File: config.mk
export PLATFORM = sky130hd
export DESIGN_NAME = regfile_access_ctrl
export DESIGN_NICKNAME = d
export VERILOG_FILES = /design/src/rtl/regfile_access_ctrl.sv
export SDC_FILE = /design/constraint.sdc
export NUM_CORES = 1
export LEC_CHECK = 0
export CAP_MARGIN = 20
export CORE_AREA = 2 2 88 90
export CTS_CLUSTER_DIAMETER = 50
export DETAILED_ROUTE_END_ITERATION = 10
export DIE_AREA = 0 0 90 92
export GPL_ROUTABILITY_DRIVEN = 0
export PLACE_DENSITY = 0.81
export RECOVER_POWER = 25
export SKIP_CTS_REPAIR_TIMING = 1
export SLEW_MARGIN = 40
export SYNTH_ARGS = -nofsm -noshare
export SYNTH_HDL_FRONTEND = slang
export SYNTH_SLANG_ARGS = --single-unit
File: constraint.sdc
create_clock -name clk -period 3.39 [get_ports clk]
set_clock_uncertainty 0.15 [all_clocks]
set_input_delay 1.017 -clock clk [delete_from_list [all_inputs] [get_ports clk]]
set_output_delay 1.017 -clock clk [all_outputs]
set_load 0.005 [all_outputs]
File: src/rtl/regfile_access_ctrl.sv
// regfile_access_ctrl: operand-read / writeback front end for a
// synchronous-read register file, with write forwarding and hold.
module regfile_access_ctrl #(
  parameter int DATA_W = 16,
  parameter int ADDR_W = 3
) (
  input  logic              clk,
  input  logic              rst,
  input  logic              req_valid,
  output logic              req_ready,
  input  logic [ADDR_W-1:0] req_rs1,
  input  logic [ADDR_W-1:0] req_rs2,
  output logic              rsp_valid,
  input  logic              rsp_ready,
  output logic [DATA_W-1:0] rsp_data1,
  output logic [DATA_W-1:0] rsp_data2,
  input  logic              wb_valid,
  output logic              wb_ready,
  input  logic [ADDR_W-1:0] wb_addr,
  input  logic [DATA_W-1:0] wb_data,
  output logic [ADDR_W-1:0] rf_read_addr1,
  output logic [ADDR_W-1:0] rf_read_addr2,
  output logic [ADDR_W-1:0] rf_write_addr,
  output logic              rf_write_en,
  output logic [DATA_W-1:0] rf_write_data,
  input  logic [DATA_W-1:0] rf_read_data1,
  input  logic [DATA_W-1:0] rf_read_data2
);

  typedef enum logic [1:0] {
    IDLE = 2'd0,
    RESP = 2'd1,
    HOLD = 2'd2
  } state_t;

  state_t r_state;
  state_t w_next;

  logic              r_fwd1;
  logic              r_fwd2;
  logic [DATA_W-1:0] r_fwd_data;
  logic [DATA_W-1:0] r_hold1;
  logic [DATA_W-1:0] r_hold2;

  logic              w_fire;
  logic              w_hit1;
  logic              w_hit2;
  logic [DATA_W-1:0] w_live1;
  logic [DATA_W-1:0] w_live2;

  assign rf_read_addr1 = req_rs1;
  assign rf_read_addr2 = req_rs2;

  assign wb_ready      = !rst;
  assign rf_write_en   = wb_valid & wb_ready;
  assign rf_write_addr = wb_addr;
  assign rf_write_data = wb_data;

  assign w_fire = req_valid & req_ready;

  // The file returns the pre-write value on a same-edge write.
  assign w_hit1 = rf_write_en & (wb_addr == req_rs1);
  assign w_hit2 = rf_write_en & (wb_addr == req_rs2);

  assign w_live1 = r_fwd1 ? r_fwd_data : rf_read_data1;
  assign w_live2 = r_fwd2 ? r_fwd_data : rf_read_data2;

  always_ff @(posedge clk or posedge rst) begin
    if (rst) begin
      r_state <= IDLE;
    end else begin
      r_state <= w_next;
    end
  end

  always_comb begin
    w_next = r_state;
    unique case (r_state)
      IDLE: begin
        w_next = w_fire ? RESP : IDLE;
      end
      RESP: begin
        if (rsp_ready) begin
          w_next = w_fire ? RESP : IDLE;
        end else begin
          w_next = HOLD;
        end
      end
      HOLD: begin
        if (rsp_ready) begin
          w_next = w_fire ? RESP : IDLE;
        end else begin
          w_next = HOLD;
        end
      end
      default: begin
        w_next = IDLE;
      end
    endcase
  end

  always_comb begin
    req_ready = 1'b0;
    rsp_valid = 1'b0;
    rsp_data1 = '0;
    rsp_data2 = '0;
    unique case (r_state)
      IDLE: begin
        req_ready = 1'b1;
      end
      RESP: begin
        req_ready = rsp_ready;
        rsp_valid = 1'b1;
        rsp_data1 = w_live1;
        rsp_data2 = w_live2;
      end
      HOLD: begin
        req_ready = rsp_ready;
        rsp_valid = 1'b1;
        rsp_data1 = r_hold1;
        rsp_data2 = r_hold2;
      end
      default: begin
        req_ready = 1'b0;
      end
    endcase
  end

  always_ff @(posedge clk or posedge rst) begin
    if (rst) begin
      r_fwd1     <= 1'b0;
      r_fwd2     <= 1'b0;
      r_fwd_data <= '0;
    end else if (w_fire) begin
      r_fwd1     <= w_hit1;
      r_fwd2     <= w_hit2;
      r_fwd_data <= wb_data;
    end else if (w_next == IDLE) begin
      r_fwd1     <= 1'b0;
      r_fwd2     <= 1'b0;
    end
  end

  // Freeze the live operands the first cycle the consumer stalls.
  always_ff @(posedge clk or posedge rst) begin
    if (rst) begin
      r_hold1 <= '0;
      r_hold2 <= '0;
    end else if ((r_state == RESP) && !rsp_ready) begin
      r_hold1 <= w_live1;
      r_hold2 <= w_live2;
    end
  end

endmodule

== Yosys cells after proc, flatten, opt, wreduce, memory -nomap -nowiden ==
Index checks and enable logic that the tools add are counted.

* Flip-flop bits (word level): 52
* Bits of input ports: 62

* Equality and inequality tests: 4
* Multiplexer cells: 12
* Bitwise logic cells: 4
* Reductions and logical operators: 7

{| class="wikitable"
|+ Operator list
! kind !! number
|-
| $pmux 16 s2 || 2
|-
| $mux 16 || 2
|-
| $eq 3x3->1 || 2
|-
| $mux 1 || 5
|-
| $and 1x1->1 || 4
|-
| $logic_not 2->1 || 2
|-
| $pmux 2 s2 || 1
|-
| $eq 2x1->1 const B || 1
|-
| $eq 2x2->1 const B || 1
|-
| $logic_not 1->1 || 2
|-
| $mux 2 || 1
|-
| $pmux 1 s2 || 1
|-
| $reduce_bool 2->1 || 1
|-
| $reduce_or 2->1 || 1
|-
| $logic_and 1x1->1 || 1
|}

== Longest topological paths before layout ==
Gate-level depths: netlist of the first run.

* Word-level depth: 10
* Depth in mapped cells: 7

== Worst setup path after synthesis of the first run ==
No wires, ideal clock.

* Path type: in2out
* Start: input port rst
* End: output port wb_ready
* Data arrival time: 2.123 ns
* Path slack: 0.100 ns
* Stages: 1
* Path buffers: 0
* Cell sequence: inv_1

* Word-level cells in the longest chain between the ends: 1

{| class="wikitable"
|+ Ends and longest elaborated chain
! element !! line !! source
|-
| start, declared || 8 || <nowiki>input logic rst,</nowiki>
|-
| $logic_not 1->1 (no line) || -- ||
|-
| end, declared || 18 || <nowiki>output logic wb_ready,</nowiki>
|}

No other way between the ends.

== Worst setup path after layout of the first run ==
* Start: input port rf_read_data2[4]
* End: output port rsp_data2[4]

* Word-level cells in the longest chain between the ends: 2

{| class="wikitable"
|+ Ends and longest elaborated chain
! element !! line !! source
|-
| start, declared || 27 || <nowiki>input logic [DATA_W-1:0] rf_read_data2</nowiki>
|-
| $mux 16 || 66 || <nowiki>assign w_live2 = r_fwd2 ? r_fwd_data : rf_read_data2;</nowiki>
|-
| $pmux 16 s2 || 107 || <nowiki>unique case (r_state)</nowiki>
|-
| end, declared || 16 || <nowiki>output logic [DATA_W-1:0] rsp_data2,</nowiki>
|}

No other way between the ends.

==> flow_metrics.env, run 1 <==
export IMPL_placed_area_sq_mm=0.004293
export IMPL_ys_top_cells_by_area="dfrtp_1 (42%), mux2_2 (10%), mux2i_1 (7.7%), o21ai_0 (7.0%), buf_4 (6.5%)"
export IMPL_drive_gt1_share_pct=16.02
export IMPL_cts_clk_slew_worst_paths_ns=0.09
export IMPL_first_pass_iters=4
export IMPL_diodes=0
export IMPL_p_seq_share_pct=38.2
export IMPL_dieArea_sq_mm=0.008280
export IMPL_post_route_period_util_pct=104.5
export IMPL_yosysTopAreaCell="dfrtp_1"
export IMPL_critPathLaunchType="input pin"
export IMPL_syn2layout_area_growth_pct=41.65
export IMPL_die_x_microns=90
export IMPL_cts_path_max_buffers=2
export IMPL_grt_use_total_pct=19.49
export IMPL_cts_buffers=5
export IMPL_reg2reg_depth=8
export IMPL_endpoint="rsp_data2[4]"
export IMPL_overflow=0
export IMPL_synth_fp_nets=378
export IMPL_power_internal_mw=1.851
export IMPL_vias_per_cell=4.992
export IMPL_syn_area_sq_mm=0.003131
export IMPL_ys_seq_area_share_pct=41.57
export IMPL_dp_hpwl_microns=5837
export IMPL_worst_path_max_delay_cell="clkdlybuf4s50_1"
export IMPL_r2r_end="r_fwd_data[10]"
export IMPL_grt_first_pass_wirelength_microns=12850
export IMPL_endpoint_kind="output pin"
export IMPL_clock_sinks=52
export IMPL_worstPathMaxFanout=2
export IMPL_cts_root_buf="clkbuf_8"
export IMPL_grt_max_degree=53
export IMPL_r2r_start="r_state[0]"
export IMPL_maxCapViolations=0
export IMPL_worst_pin_slew_ns=1.320
export IMPL_powerDensity_mw_per_mm2=650.4
export IMPL_min_path_type="reg2reg"
export IMPL_regArea_sq_mm=0.001301
export IMPL_die_y_microns=92
export IMPL_worst_slack_ns=-0.1536
export IMPL_path_class="in2out"
export IMPL_drc_errors=0
export IMPL_clockPowerShare_pct=11.6
export IMPL_ys_ff_latch=52
export IMPL_vias=2566
export IMPL_postSynthAreaPerCell_sq_um=10.03
export IMPL_wl_per_cell_microns=15.77
export IMPL_grt_setup_unrepaired="yes"
export IMPL_ant_nets=0
export IMPL_cts_tree="done"
export IMPL_grt_pass1_vias=2585
export IMPL_fin_crit_ns=3.544
export IMPL_antenna_found_initial=0
export IMPL_coreArea_sq_mm=0.007447
export IMPL_start_util_pct=42.04
export IMPL_fmax_ghz=0.2822
export IMPL_timing_hold_ws_ns=0.3387
export IMPL_ir_drop_uv=430.0
export IMPL_crit_path_max_incr_delay_ns=0.49
export IMPL_fin_area_sq_mm=0.004434
export IMPL_setup_violations_final=19
export IMPL_swShare_pct=35.82
export IMPL_slew_headroom_pct=12.02
export IMPL_p_leak_nw=2.015
export IMPL_hold_violations=0
export IMPL_drt_iter0_markers=85
export IMPL_regToRegSetupSlack_ns=1.07
export IMPL_p_switching_mw=1.033
export IMPL_wl_microns=8105
export IMPL_tns_ns=-1.895
export IMPL_status="finished with violations"
export IMPL_cp_arrival_ns=2.38
export IMPL_failed_checks="setup timing"
export IMPL_synthDominantCellAreaShare_pct=41.57
export IMPL_fillers=648
export IMPL_yosysUniqueCellTypes=23
export IMPL_core_rowCount=32
export IMPL_multiInputGateArea_sq_mm=0.001526
export IMPL_yosys_warnings=0
export IMPL_power_total_mw=2.884
export IMPL_clk_insertion_delay_late_ns=0.30
export IMPL_cpMostUsedCell="clkdlybuf4s50_1"
export IMPL_slew_viol_final=0
export IMPL_startpoint="rf_read_data2[4]"
export IMPL_io_pins=123
export IMPL_postSynthCellCount=312
export IMPL_h_tree_depth=2
export IMPL_worstPathCellList="clkdlybuf4s50_1 -> mux2i_1 -> o21ai_0 -> and2_1 -> clkdlybuf4s50_1"
export IMPL_fin_nets=478
export IMPL_required_ns=2.22
export IMPL_port_buffer_count=122
export IMPL_p_comb_share_pct=50.3
==> worst max-delay path, delay by kind of cell <==
kind,cells,cell delay [ns]
compound gates,1,0.18
simple gates,1,0.15
buf+inv,2,0.95
mux,1,0.08
==> synthesized netlist by cell type <==
cell	number
dfrtp_1	52
nand2_1	46
o21ai_0	44
mux2_2	29
buf_4	27
mux2i_1	24
and2_1	22
nor2b_1	12
clkbuf_1	11
a22oi_1	10
mux2_4	7
xnor2_1	6
ha_1	4
inv_1	4
buf_6	3
buf_1	2
buf_2	2
nand4_1	2
a21oi_2	1
buf_12	1
nand2b_1	1
nor2_1	1
nor3b_2	1
==> how the worst min path moves through the flow <==
stage,slack (ns),cells past startpoint,end,start
final,0.34,2,r_hold1[0],r_hold1[0]
after global routing,0.36,2,r_hold2[11],r_hold2[11]
after CTS,0.34,2,r_hold1[2],r_hold1[2]
after detailed placement,0.32,2,r_hold1[0],r_hold1[0]
after global placement,0.31,2,r_hold1[0],r_hold1[0]
after floorplan,0.30,2,r_hold1[0],r_hold1[0]
==> power groups by stage <==
stage | combinational [mW] | clock [mW] | sequential [mW]
after floorplan | 0.880 | 0 | 1.05
after global placement | 1.42 | 0 | 1.08
after detailed placement | 1.46 | 0 | 1.11
after CTS | 1.47 | 0.346 | 1.09
after global routing | 1.60 | 0.369 | 1.13
final | 1.45 | 0.333 | 1.10
==> final cells by class <==
type / instances / share of cell area [%]
clock inverters: 1 / 0.1129
flip-flops and latches: 52 / 29.35
multi-input cells: 210 / 34.42
well taps: 102 / 2.878
inverters: 4 / 0.3386
repair buffers: 139 / 31.26
clock buffers: 6 / 1.637
==> registers in the layout, summed over array words and instances, names as in the netlist <==
register,cells
r_fwd1,1
r_fwd2,1
r_fwd_data,16
r_hold1,16
r_hold2,16
r_state,2
==> cells by family after synthesis <==
logic type	Yosys count	synth area share, %
mux	60	21.46
simple gates	85	13.43
fa+ha+maj	4	1.599
flops	52	41.57
compound gates	55	9.712
buf+inv	50	10.55
xor+xnor	6	1.679
==> stage by stage <==
stage               setup slack [ns]  std cells  util, %
finish                       -0.1536        514    59.54
global route                 -0.2457        514    59.54
CTS                          -0.1818        513    58.69
detailed placement           -0.1806        506    57.64
global placement             -0.2088        506    57.64
floorplan                     0.1002        312        -
==> routing by layer <==
layer	track usage [%]	vias to the layer above	share of wire, %	wire, microns
li1	-	1228	-	-
met1	24.55	1249	44	3577
met2	35.03	85	51	4103
met3	4.026	4	4.8	391
met4	3.462	0	0.41	33
met5	0	-	0	0
==> cells in the final DEF, fill, tap and decap left out, drive strengths merged, types with 2 or more instances in the layout <==
cell type / Yosys / layout
dfrtp: 52 / 52
xnor2: 6 / 6
and2: 22 / 22
buf: 35 / 16
mux2i: 24 / 24
dlymetal6s2s: 0 / 16
nand4: 2 / 2
inv: 4 / 4
a22oi: 10 / 10
clkdlybuf4s50: 0 / 104
dlygate4sd3: 0 / 2
nand2: 46 / 46
mux2: 36 / 36
ha: 4 / 4
clkbuf: 11 / 7
nor2b: 12 / 12
o21ai: 44 / 44
Note: power is estimated with default switching activity, not from simulation.
==> inputs of run 2 (changes only) <==
--- a/config.mk
+++ b/config.mk
@@ -6,14 +6,15 @@
 export NUM_CORES = 1
 export LEC_CHECK = 0
 export CAP_MARGIN = 20
-export CORE_AREA = 2 2 88 90
+export CELL_PAD_IN_SITES_DETAIL_PLACEMENT = 0
+export CELL_PAD_IN_SITES_GLOBAL_PLACEMENT = 1
+export CORE_AREA = 2 2 101 103
 export CTS_CLUSTER_DIAMETER = 50
 export DETAILED_ROUTE_END_ITERATION = 10
-export DIE_AREA = 0 0 90 92
+export DIE_AREA = 0 0 103 105
 export GPL_ROUTABILITY_DRIVEN = 0
-export PLACE_DENSITY = 0.81
+export PLACE_DENSITY = 0.82
 export RECOVER_POWER = 25
-export SKIP_CTS_REPAIR_TIMING = 1
 export SLEW_MARGIN = 40
 export SYNTH_ARGS = -nofsm -noshare
 export SYNTH_HDL_FRONTEND = slang
==> flow_metrics.env, run 2 (synthesis gave the netlist of run 1 again) <==
export IMPL_port_buffer_count=122
export IMPL_p_comb_share_pct=50.2
export IMPL_status="finished, final reports clean"
export IMPL_setup_violations_final=0
export IMPL_final_common_cell="clkdlybuf4s50_1"
export IMPL_clk_insertion_delay_late_ns=0.29
export IMPL_h_tree_depth=2
export IMPL_min_path_cells=2
export IMPL_cts_path_max_buffers=2
export IMPL_diodes=0
export IMPL_grt_first_pass_wirelength_microns=13210
export IMPL_cts_clk_slew_worst_paths_ns=0.08
export IMPL_min_to="r_hold1[4]"
export IMPL_worst_pin_slew_ns=1.291
export IMPL_reg2reg_depth=7
export IMPL_power_internal_mw=1.802
export IMPL_grt_max_degree=53
export IMPL_utilization_pct=46.00
export IMPL_grt_setup_unrepaired="no"
export IMPL_first_pass_iters=4
export IMPL_dieArea_sq_mm=0.01082
export IMPL_vias_per_cell=4.645
export IMPL_path_class="in2out"
export IMPL_slew_viol_final=0
export IMPL_regToRegSetupSlack_ns=1.10
export IMPL_cp_arrival_ns=2.16
export IMPL_swShare_pct=36.21
export IMPL_drive_gt1_share_pct=17.07
export IMPL_endpoint_kind="output pin"
export IMPL_cts_tree="done"
export IMPL_min_path_type="reg2reg"
export IMPL_maxCapViolations=0
export IMPL_fin_cells=543
export IMPL_ant_nets=0
export IMPL_die_x_microns=103
export IMPL_critPathLaunchType="input pin"
export IMPL_p_leak_nw=1.890
export IMPL_syn2layout_area_growth_pct=41.65
export IMPL_fmax_ghz=0.3005
export IMPL_cts_hold_buf=0
export IMPL_regArea_sq_mm=0.001301
export IMPL_most_common_layout_cells="clkdlybuf4s50_1 (88), dfrtp_1 (52), nand2_1 (46), dlygate4sd2_1 (32)"
export IMPL_drt_iter0_markers=51
export IMPL_ir_drop_uv=309.3
export IMPL_fin_nets=478
export IMPL_placed_cells=537
export IMPL_start_util_pct=32.48
export IMPL_drc_errors=0
export IMPL_clockPowerShare_pct=11.1
export IMPL_core_rowCount=36
export IMPL_cts_root_buf="clkbuf_8"
export IMPL_die_y_microns=105
export IMPL_r2r_start="r_state[0]"
export IMPL_r2r_end="r_fwd_data[6]"
export IMPL_required_ns=2.22
export IMPL_wl_microns=8101
export IMPL_antenna_found_initial=0
export IMPL_multiInputGateArea_sq_mm=0.001549
export IMPL_p_switching_mw=1.023
export IMPL_wl_per_cell_microns=14.92
export IMPL_coreArea_sq_mm=0.009639
export IMPL_worstHoldStart="r_hold1[4]"
export IMPL_dp_hpwl_microns=5997
export IMPL_grt_pass1_vias=2681
export IMPL_reg_top3="r_fwd_data (16), r_hold1 (16), r_hold2 (16)"
export IMPL_io_pins=123
export IMPL_cts_buffers=5
export IMPL_overflow=0
export IMPL_slew_headroom_pct=13.92
export IMPL_worstPathMaxFanout=2
export IMPL_placed_area_sq_mm=0.004357
export IMPL_hold_violations=0
export IMPL_fillers=967
export IMPL_post_route_period_util_pct=98.18
export IMPL_fin_area_sq_mm=0.004434
export IMPL_clock_sinks=52
export IMPL_grt_use_total_pct=15.47
export IMPL_p_seq_share_pct=38.8
export IMPL_vias=2522
export IMPL_powerDensity_mw_per_mm2=636.9
export IMPL_tns_ns=0
export IMPL_fin_crit_ns=3.328
## run 2: worst max path at each step
| stage | slack (ns) | to | from | cells after the start |
|---|---|---|---|---|
| 3_5_place_dp | -0.20 | rsp_data2[11] | rf_read_data2[11] | 5 |
| 3_3_place_gp | -0.20 | rsp_data2[1] | rf_read_data2[1] | 5 |
| 4_1_cts | -0.08 | rsp_data2[2] | rf_read_data2[2] | 5 |
| 2_1_floorplan | 0.10 | wb_ready | rst | 1 |
| 6_report | 0.06 | rsp_data2[15] | rf_read_data2[15] | 5 |
| 5_1_grt | 0.004 | rsp_data2[1] | rf_read_data2[1] | 5 |
## run 2: critical path, stage by stage
cell and delay, ns:
clkdlybuf4s50_1 0.41, mux2_2 0.27, a22oi_1 0.14, nor2b_1 0.06, dlygate4sd2_1 0.26
## run 2: cell type report
type	count	area share, %
sequential	52	29.35
inverter	4	0.4233
timing repair inverter	1	0.1693
clock buffer	5	1.552
multi-input combinational	210	34.93
tap	133	3.753
timing repair buffer	138	29.83
## run 2: power groups by stage
| stage | registers (mW) | clock network [mW] | logic [mW] |
|---|---|---|---|
| 2_1_floorplan | 1.05 | 0 | 0.880 |
| 3_3_place_gp | 1.08 | 0 | 1.45 |
| 3_5_place_dp | 1.10 | 0 | 1.47 |
| 4_1_cts | 1.09 | 0.336 | 1.45 |
| 5_1_grt | 1.14 | 0.360 | 1.60 |
| 6_report | 1.09 | 0.313 | 1.42 |
## run 2: metrics by stage
| stage | hold WS, ns | setup slack (ns) | total power [mW] |
|---|---|---|---|
| after floorplan | 0.2997 | 0.1002 | 1.928 |
| after global placement | 0.3114 | -0.1955 | 2.529 |
| after detailed placement | 0.3207 | -0.1975 | 2.576 |
| after CTS | 0.3406 | -0.08110 | 2.871 |
| after global routing | 0.3624 | 0.004357 | 3.094 |
| final | 0.3332 | 0.06181 | 2.824 |
## run 2: per-layer routing
metal,up-vias,part of all wire [%],track usage [%]
met4,0,0.59,2.726
met2,89,48,25.05
li1,1235,-,-
met5,-,0,0
met1,1192,46,21.42
met3,6,5.8,3.278
## run 2: repair_timing
item                                    CTS  global route
resized for setup                        53             6
pin swaps                                 3             2
gates cloned                              1             0
setup buffers                             0             0
endpoints found under the setup margin   33             6
